==> src/rtl/riscv_fetch_align.sv <==
// riscv_fetch_align
//   Instruction-fetch aligner that sits directly behind the PC register.
//   It issues word-aligned fetch requests and buffers the returned halfwords.
//   It extracts 16-bit (RVC) and 32-bit instructions at halfword-aligned PCs,
//   including a 32-bit instruction that straddles a word boundary, and hands
//   them to decode together with their PC.
//
//   Configuration macro: RISCV_ALIGN_RVC_EN
//     defined   : compressed instructions are supported. The buffer holds up
//                 to 3 halfwords, and a redirect to PC[1]=1 skips the low
//                 half of the first returned word.
//     undefined : every instruction is 32-bit and iscomp is tied 0. The
//                 buffer holds one word (2 halfwords), and redirect PC[1] is
//                 ignored.
//
// Handshake semantics:
//   Decode side: an instruction transfers on a cycle where both
//   o_riscv_align_valid and i_riscv_align_ready are high. While valid is high
//   and ready is low, instr/pc/iscomp hold steady. valid is never raised in a
//   flush cycle.
//   Memory side: a request transfers on a cycle where both
//   o_riscv_align_imemreq and i_riscv_align_imemready are high. The response
//   arrives as a single-cycle i_riscv_align_imemvalid pulse at least one cycle
//   later. At most one request is in flight at any time.
module riscv_fetch_align #(
  parameter int              XLEN     = 64,
  parameter logic [XLEN-1:0] RESET_PC = '0
) (
  input  logic            i_riscv_align_clk,
  input  logic            i_riscv_align_rstn,
  input  logic            i_riscv_align_flush,
  input  logic [XLEN-1:0] i_riscv_align_flushpc,
  output logic            o_riscv_align_imemreq,
  output logic [XLEN-1:0] o_riscv_align_imemaddr,
  input  logic            i_riscv_align_imemready,
  input  logic            i_riscv_align_imemvalid,
  input  logic [31:0]     i_riscv_align_imemrdata,
  output logic            o_riscv_align_valid,
  input  logic            i_riscv_align_ready,
  output logic [31:0]     o_riscv_align_instr,
  output logic [XLEN-1:0] o_riscv_align_pc,
  output logic            o_riscv_align_iscomp,
  output logic            o_riscv_align_stallpc
);

  // The first fetch must be word aligned whatever RESET_PC says.
  localparam logic [XLEN-1:0] RST_PC = {RESET_PC[XLEN-1:2], 2'b00};

`ifdef RISCV_ALIGN_RVC_EN
  localparam int DEPTH = 3;
`else
  localparam int DEPTH = 2;
`endif

  // Buffer and control state.
  logic [15:0]     hb [DEPTH];  // halfword buffer; hb[0] is the head
  logic [1:0]      cnt;         // number of valid halfwords in hb
  logic [XLEN-1:0] hpc;         // PC of hb[0]
  logic [XLEN-1:0] faddr;       // next fetch word address
  logic            os;          // a request is in flight
  logic            drp;         // in-flight response belongs to a stale stream
  logic            skl;         // next response: keep only the high halfword
  logic            st;          // first cycle after reset has passed

  // Decode of the head and the handshake terms.
  logic            head_comp;
  logic            head_ok;
  logic            fire;
  logic            req;
  logic            req_fire;
  logic            resp;

  // Next-state terms for the buffer.
  logic [1:0]      sh;
  logic [1:0]      cnt_s;
  logic [1:0]      app_n;
  logic [15:0]     app_lo;
  logic [15:0]     app_hi;
  logic [15:0]     b_s [DEPTH];
  logic [15:0]     b_n [DEPTH];
  logic [1:0]      cnt_n;
  logic [XLEN-1:0] hpc_step;

  // Redirect targets.
  logic [XLEN-1:0] flush_hpc;
  logic [XLEN-1:0] flush_faddr;
  logic            flush_skl;
  logic            unused_flushpc_bits;

  // Redirect target decode; the PC bits that do not matter are dropped here.
  always_comb begin
    flush_faddr = {i_riscv_align_flushpc[XLEN-1:2], 2'b00};
`ifdef RISCV_ALIGN_RVC_EN
    flush_hpc           = {i_riscv_align_flushpc[XLEN-1:1], 1'b0};
    flush_skl           = i_riscv_align_flushpc[1];
    unused_flushpc_bits = i_riscv_align_flushpc[0];
`else
    flush_hpc           = {i_riscv_align_flushpc[XLEN-1:2], 2'b00};
    flush_skl           = 1'b0;
    unused_flushpc_bits = ^i_riscv_align_flushpc[1:0];
`endif
  end

  // Classify the head halfword and decide whether a whole instruction is present.
  always_comb begin
`ifdef RISCV_ALIGN_RVC_EN
    head_comp = (hb[0][1:0] != 2'b11);
    head_ok   = head_comp ? (cnt >= 2'd1) : (cnt >= 2'd2);
`else
    head_comp = 1'b0;
    head_ok   = (cnt >= 2'd2);
`endif
  end

  // Decode-facing outputs. They depend only on buffer state, and flush masks valid.
  always_comb begin
    o_riscv_align_valid   = head_ok && !i_riscv_align_flush;
    o_riscv_align_instr   = '0;
    if (o_riscv_align_valid) begin
      o_riscv_align_instr = head_comp ? {16'h0000, hb[0]} : {hb[1], hb[0]};
    end
    o_riscv_align_pc      = hpc;
    o_riscv_align_iscomp  = o_riscv_align_valid && head_comp;
    fire                  = o_riscv_align_valid && i_riscv_align_ready;
    o_riscv_align_stallpc = !fire;
  end

  // Memory request: only ask when the buffer is guaranteed to have room for the word.
  always_comb begin
`ifdef RISCV_ALIGN_RVC_EN
    req = st && !os && (cnt <= 2'd1) && !i_riscv_align_flush;
`else
    req = st && !os && (cnt == 2'd0) && !i_riscv_align_flush;
`endif
    o_riscv_align_imemreq  = req;
    o_riscv_align_imemaddr = faddr;
    req_fire               = req && i_riscv_align_imemready;
    // A response counts only when we are waiting for one (stale pulses after reset are ignored).
    resp                   = i_riscv_align_imemvalid && os;
  end

  // Buffer update: shift out the consumed instruction first, then append behind what remains.
  always_comb begin
    sh       = fire ? (head_comp ? 2'd1 : 2'd2) : 2'd0;
    cnt_s    = cnt - sh;
    hpc_step = {{(XLEN-3){1'b0}}, sh, 1'b0};

    app_n  = 2'd0;
    app_lo = 16'h0000;
    app_hi = 16'h0000;
    if (resp && !drp) begin
      if (skl) begin
        app_n  = 2'd1;
        app_lo = i_riscv_align_imemrdata[31:16];
      end else begin
        app_n  = 2'd2;
        app_lo = i_riscv_align_imemrdata[15:0];
        app_hi = i_riscv_align_imemrdata[31:16];
      end
    end

    for (int i = 0; i < DEPTH; i++) begin
      b_s[i] = 16'h0000;
      for (int j = 0; j < DEPTH; j++) begin
        if (j == i + int'(sh)) b_s[i] = hb[j];
      end
    end

    for (int i = 0; i < DEPTH; i++) begin
      b_n[i] = b_s[i];
      if ((app_n != 2'd0) && (i == int'(cnt_s))) b_n[i] = app_lo;
      if ((app_n == 2'd2) && (i == int'(cnt_s) + 1)) b_n[i] = app_hi;
    end

    cnt_n = cnt_s + app_n;
  end

  // State registers. A flush overrides every other event in the same cycle.
  always_ff @(posedge i_riscv_align_clk or negedge i_riscv_align_rstn) begin
    if (!i_riscv_align_rstn) begin
      for (int i = 0; i < DEPTH; i++) hb[i] <= 16'h0000;
      cnt   <= 2'd0;
      hpc   <= RST_PC;
      faddr <= RST_PC;
      os    <= 1'b0;
      drp   <= 1'b0;
      skl   <= 1'b0;
      st    <= 1'b0;
    end else begin
      st <= 1'b1;
      if (i_riscv_align_flush) begin
        cnt   <= 2'd0;
        hpc   <= flush_hpc;
        faddr <= flush_faddr;
        skl   <= flush_skl;
        // A response still owed to the old stream must be thrown away when it shows up.
        // A response arriving right now is dropped on the floor.
        os    <= os && !i_riscv_align_imemvalid;
        drp   <= os && !i_riscv_align_imemvalid;
      end else begin
        hb  <= b_n;
        cnt <= cnt_n;
        hpc <= hpc + hpc_step;
        if (resp) begin
          os  <= 1'b0;
          drp <= 1'b0;
          // skl is kept across a dropped word; it applies to the first word of the new stream.
          if (!drp) skl <= 1'b0;
        end else if (req_fire) begin
          os    <= 1'b1;
          faddr <= faddr + {{(XLEN-3){1'b0}}, 3'd4};
        end
      end
    end
  end

endmodule

==> config.mk <==
export PLATFORM = sky130hd
export DESIGN_NAME = riscv_fetch_align
export DESIGN_NICKNAME = d
export VERILOG_FILES = /design/src/rtl/riscv_fetch_align.sv
export SDC_FILE = /design/constraint.sdc
export NUM_CORES = 1
export LEC_CHECK = 0
export ABC_AREA = 1
export BUFFER_PORTS_ARGS = -buffer_cell sky130_fd_sc_hd__buf_4
export CAP_MARGIN = 30
export CORE_MARGIN = 2
export CORE_UTILIZATION = 45
export CTS_BUF_LIST = sky130_fd_sc_hd__clkbuf_4 sky130_fd_sc_hd__clkbuf_8 sky130_fd_sc_hd__clkbuf_16
export CTS_CLUSTER_SIZE = 25
export DETAILED_ROUTE_END_ITERATION = 12
export GPL_TIMING_DRIVEN = 0
export PLACE_DENSITY = 0.67
export SYNTH_ARGS = -nofsm -noshare
export SYNTH_HDL_FRONTEND = slang
export SYNTH_SLANG_ARGS = --single-unit
==> constraint.sdc <==
create_clock -name i_riscv_align_clk -period 5.4 [get_ports i_riscv_align_clk]
set_input_delay 0.81 -clock i_riscv_align_clk [delete_from_list [all_inputs] [get_ports i_riscv_align_clk]]
set_output_delay 0.81 -clock i_riscv_align_clk [all_outputs]
set_load 0.02 [all_outputs]
==> results by stage <==
Outcome:
- The flow ran to the end, and the final reports show no timing, DRC or antenna violations.

Clock tree:
- The post-CTS setup buffer count is 0.
- The TritonCTS buffer count is 17.
- The number of hold buffers added after cts is 0.
- The CTS tree is done.
- The clock latency on the worst-skew pair is 0.44 ns.
- The maximum level of the CTS H-tree is 4.
- The buffer type at the clock tree root is clkbuf_16.
- The sink count of the clock tree is 160.
- The count of instances resized after the clock tree is built is 0.
- The CTS clock-pin slew for the worst setup and hold paths is 0.07 ns.
- The clock passes through at most 2 buffers.

Synthesis:
- The number of warning messages in the yosys log is 0.
- The share of synthesized area in the top cell type comes to 37.0%.
- The mean area per synthesized cell is 6.38 um^2.
- In the post-synthesis netlist, the biggest area contributors are dfrtp_1 37%, nand2_1 20%, nor2_1 9.9%.
- Sequential elements use 37.0% of the synthesized area.
- The cell count after synthesis came out at 1,699.
- For this run, asynchronously set or reset flops after synthesis account for 100%.
- The number of synthesized flops with an enable pin is 0.
- The cell type with the highest aggregate area in the netlist is dfrtp_1.
- After synthesis the cells add up to 0.0108 mm^2.
- The number of distinct library cell variants in the gate-level netlist after synthesis is 41.
- Counting flops and latches in the post-synthesis netlist gives 160.
- In the synthesized netlist the dominant register cell turns out to be dfrtp_1.

Critical path:
- The cell type group with the largest total delay on the critical path is buffers and inverters.
- The critical setup path kind is in -> out.
- Walking the worst path, the cells encountered are buf_6, nor2_1, inv_1, clkbuf_1, nor2_1, buf_4.
- The startpoint kind of the worst setup timing path is a primary input.
- The slowest stage of the critical path is the nor2_1 cell.
- For the worst setup path, the data required time is 4.59 ns.
- The highest net fanout along the worst path is 10.
- STA classifies the critical path endpoint as a primary output.
- The data arrival time of the critical path is 2.14 ns.
- The delay of the slowest cell on the worst path is 0.41 ns.
- The most frequent cell on the critical path is nor2_1.
- The number of buffers and inverters on the critical path is 4.

Global routing:
- For this run the aggregate overflow at the end of global routing stands at 0.
- For this run, the total global-route usage over all layers was measured as 34.4%.
- The number of global-route vias before repair came to 11,800.
- The first global-routing pass estimated 66,300 um of wire.
- The maximum number of pins on one net before global-route repair is 109.
- The number of antenna violations at the first check in global routing came to 2.

Floorplanning:
- The floorplan has 56 rows.
- The die footprint is 0.0253 mm^2.
- The core region is 0.0235 mm^2.
- From bottom edge to top edge, the die measures 159 um.
- During I/O placement, the number of pins put on the boundary was 266.
- Once the floorplan was initialized, standard cells occupied 46.0% of the core.
- The die width is 159 um.

Routing:
- The detailed router placed 12,500 vias in this run.
- The remaining antenna violation count is 0.
- The count of TritonRoute iterations in the first routing pass is 6.
- The number of remaining DRC errors is 0.
- The final routed wire length divided by cell count is 19.1 um.
- The total wire length is 44,100 um.
- In the routed layout, each cell is associated on average with a via count of 5.42.
- The detailed router's first-iteration violation count is 1,293.

Timing:
- The share of the clock period used by the worst path is 54.6%.
- The transition time at the pin with the least slew margin is 1.02 ns.
- The count of pins over their slew limit is 0.
- The clock arrives with 0.0102 ns of skew.
- The hold violation total from the final report is 0.
- The smallest clock period supported by the final layout is computed as 2.95 ns.
- The setup TNS is 0 ns.
- The maximum clock frequency is 0.339 GHz.
- The worst hold margin is 0.265 ns.
- The worst pin sits at a relative slew slack of 31.9%.
- Setup violations remaining at the end of the flow were counted as 0.
- Setup repair after global routing left no endpoint under its margin.

Power and ir drop:
- The standby leakage power is 6.59 nW.
- The total power is 3.63 mW.
- Dividing total power by cell area gives a power density of 263 mW/mm^2.
- VDD sags by at most 0.161 mV.

Layout:
- For this run, the share of the core covered by cells in the final layout is 58.7%.
- The library cells used most frequently in the layout, excluding fill and tap cells, are 582 x nand2_1, 285 x nor2_1, 263 x buf_4.
- The net count of the finished layout is 2,086.
- The count of fill cells added during filler insertion is 2,405.
- Of the cells placed in the final design, the portion with a size suffix greater than 1 is 18.3%.
- The most frequent standard cell in the layout excluding fill and tap cells is nand2_1.
- Relative to the synthesized area, the layout overhead comes to 27.6%.

Run:
- The number of violations of the max-capacitance limit is 0.

Placement:
- The global placer's final weighted congestion is 1.08.
- Detailed placement ended at an HPWL of 35,400 um.
- The count of input and output buffers is 257.

Worst hold path:
- The class of the tightest hold or removal check is in -> async.
[power by group]
group / total (mW) / internal, mW / switching, mW
combinational: 0.819 / 0.307 / 0.512
sequential: 1.52 / 1.35 / 0.172
clock: 1.29 / 0.736 / 0.554
total: 3.63 / 2.39 / 1.24
[cell usage after synthesis (all sizes together) (3+ instances only)]
cell type and n:
o22ai 9, xnor2 12, a21oi 23, nand3b 3
nand4 26, o21ai 130, o211ai 8, dfrtp 160
o21bai 3, nand2 591, xor2 10, nor2 314
nand3 144, ha 4, inv 194, clkbuf 28
nor3 9, buf 21
[sequential cells by signal (all words and copies together), names as in the netlist]
signal	count
o_riscv_align_imemaddr	62
o_riscv_align_pc	62
hb	32
cnt	1
drp	1
os	1
st	1
[routing by layer]
metal | GRT usage [%] | wire, um | vias to the layer above
li1 | - | - | 5916
met1 | 44.3 | 17700 | 5854
met2 | 54.6 | 19900 | 644
met3 | 7.87 | 4110 | 129
met4 | 17.3 | 2430 | 0
met5 | 0 | 0 | -
[final cells by class]
cell class                      count  area [um^2]  area share (%)
Clock buffer                       22          482            3.49
Buffer                             49          307            2.22
Multi-Input combinational cell   1300         5810            42.0
Timing Repair Buffer              258         1960            14.2
Sequential cell                   160         4000            29.0
Antenna cell                        1         2.50          0.0181
Clock inverter                     10          126           0.914
Inverter                          194          731            5.29
Tap cell                          319          399            2.89
[worst reg2reg max path, stage by stage, from the launching register on]
cell     delay (ns)
dfrtp_1        0.42
nand3_2        0.25
nor2_4         0.23
ha_1           0.20
nand3_1        0.16
nor2_1         0.42
nand2_1        0.22
o21ai_0        0.23
nand2_1        0.07
nand2_1        0.07
nand2_1        0.05
[per-stage QoR]
step	std cells	setup slack [ns]	instance area [um^2]
finish	2313	2.45	13800
global placement	2279	2.47	13200
floorplan	1703	2.62	10800
detailed placement	2280	2.43	13200
CTS	2312	2.50	13800
global route	2313	2.44	13800
[path summary, 6_finish.rpt]
path | from | endpoint | slack (ns) | cells after the start
max in group asynchronous | i_riscv_align_rstn | hb[24] | 4.20 | 2
worst min-delay path | i_riscv_align_rstn | o_riscv_align_imemaddr[12] | 0.26 | 1
worst max register to register | cnt[1] | o_riscv_align_pc[62] | 2.98 | 10
worst min register to register | drp | drp | 0.53 | 2
worst max-delay path | i_riscv_align_flush | o_riscv_align_instr[29] | 2.45 | 6
min in group i_riscv_align_clk | drp | drp | 0.53 | 2
[logic make-up (layout without fill, tap and decap cells)]
kind of cell	Yosys count	in the layout	share of synthesized area, %
AND/OR/NAND/NOR	1090	1090	42.4
buffers and inverters	243	533	9.57
AO/OA/AOI/OAI	178	178	8.72
flip-flops	160	160	37.0
XOR/XNOR	22	22	1.78
adder cells (fa/ha/maj)	4	4	0.462
other	2	7	0.0693
Note: power is estimated with default switching activity, not from simulation.
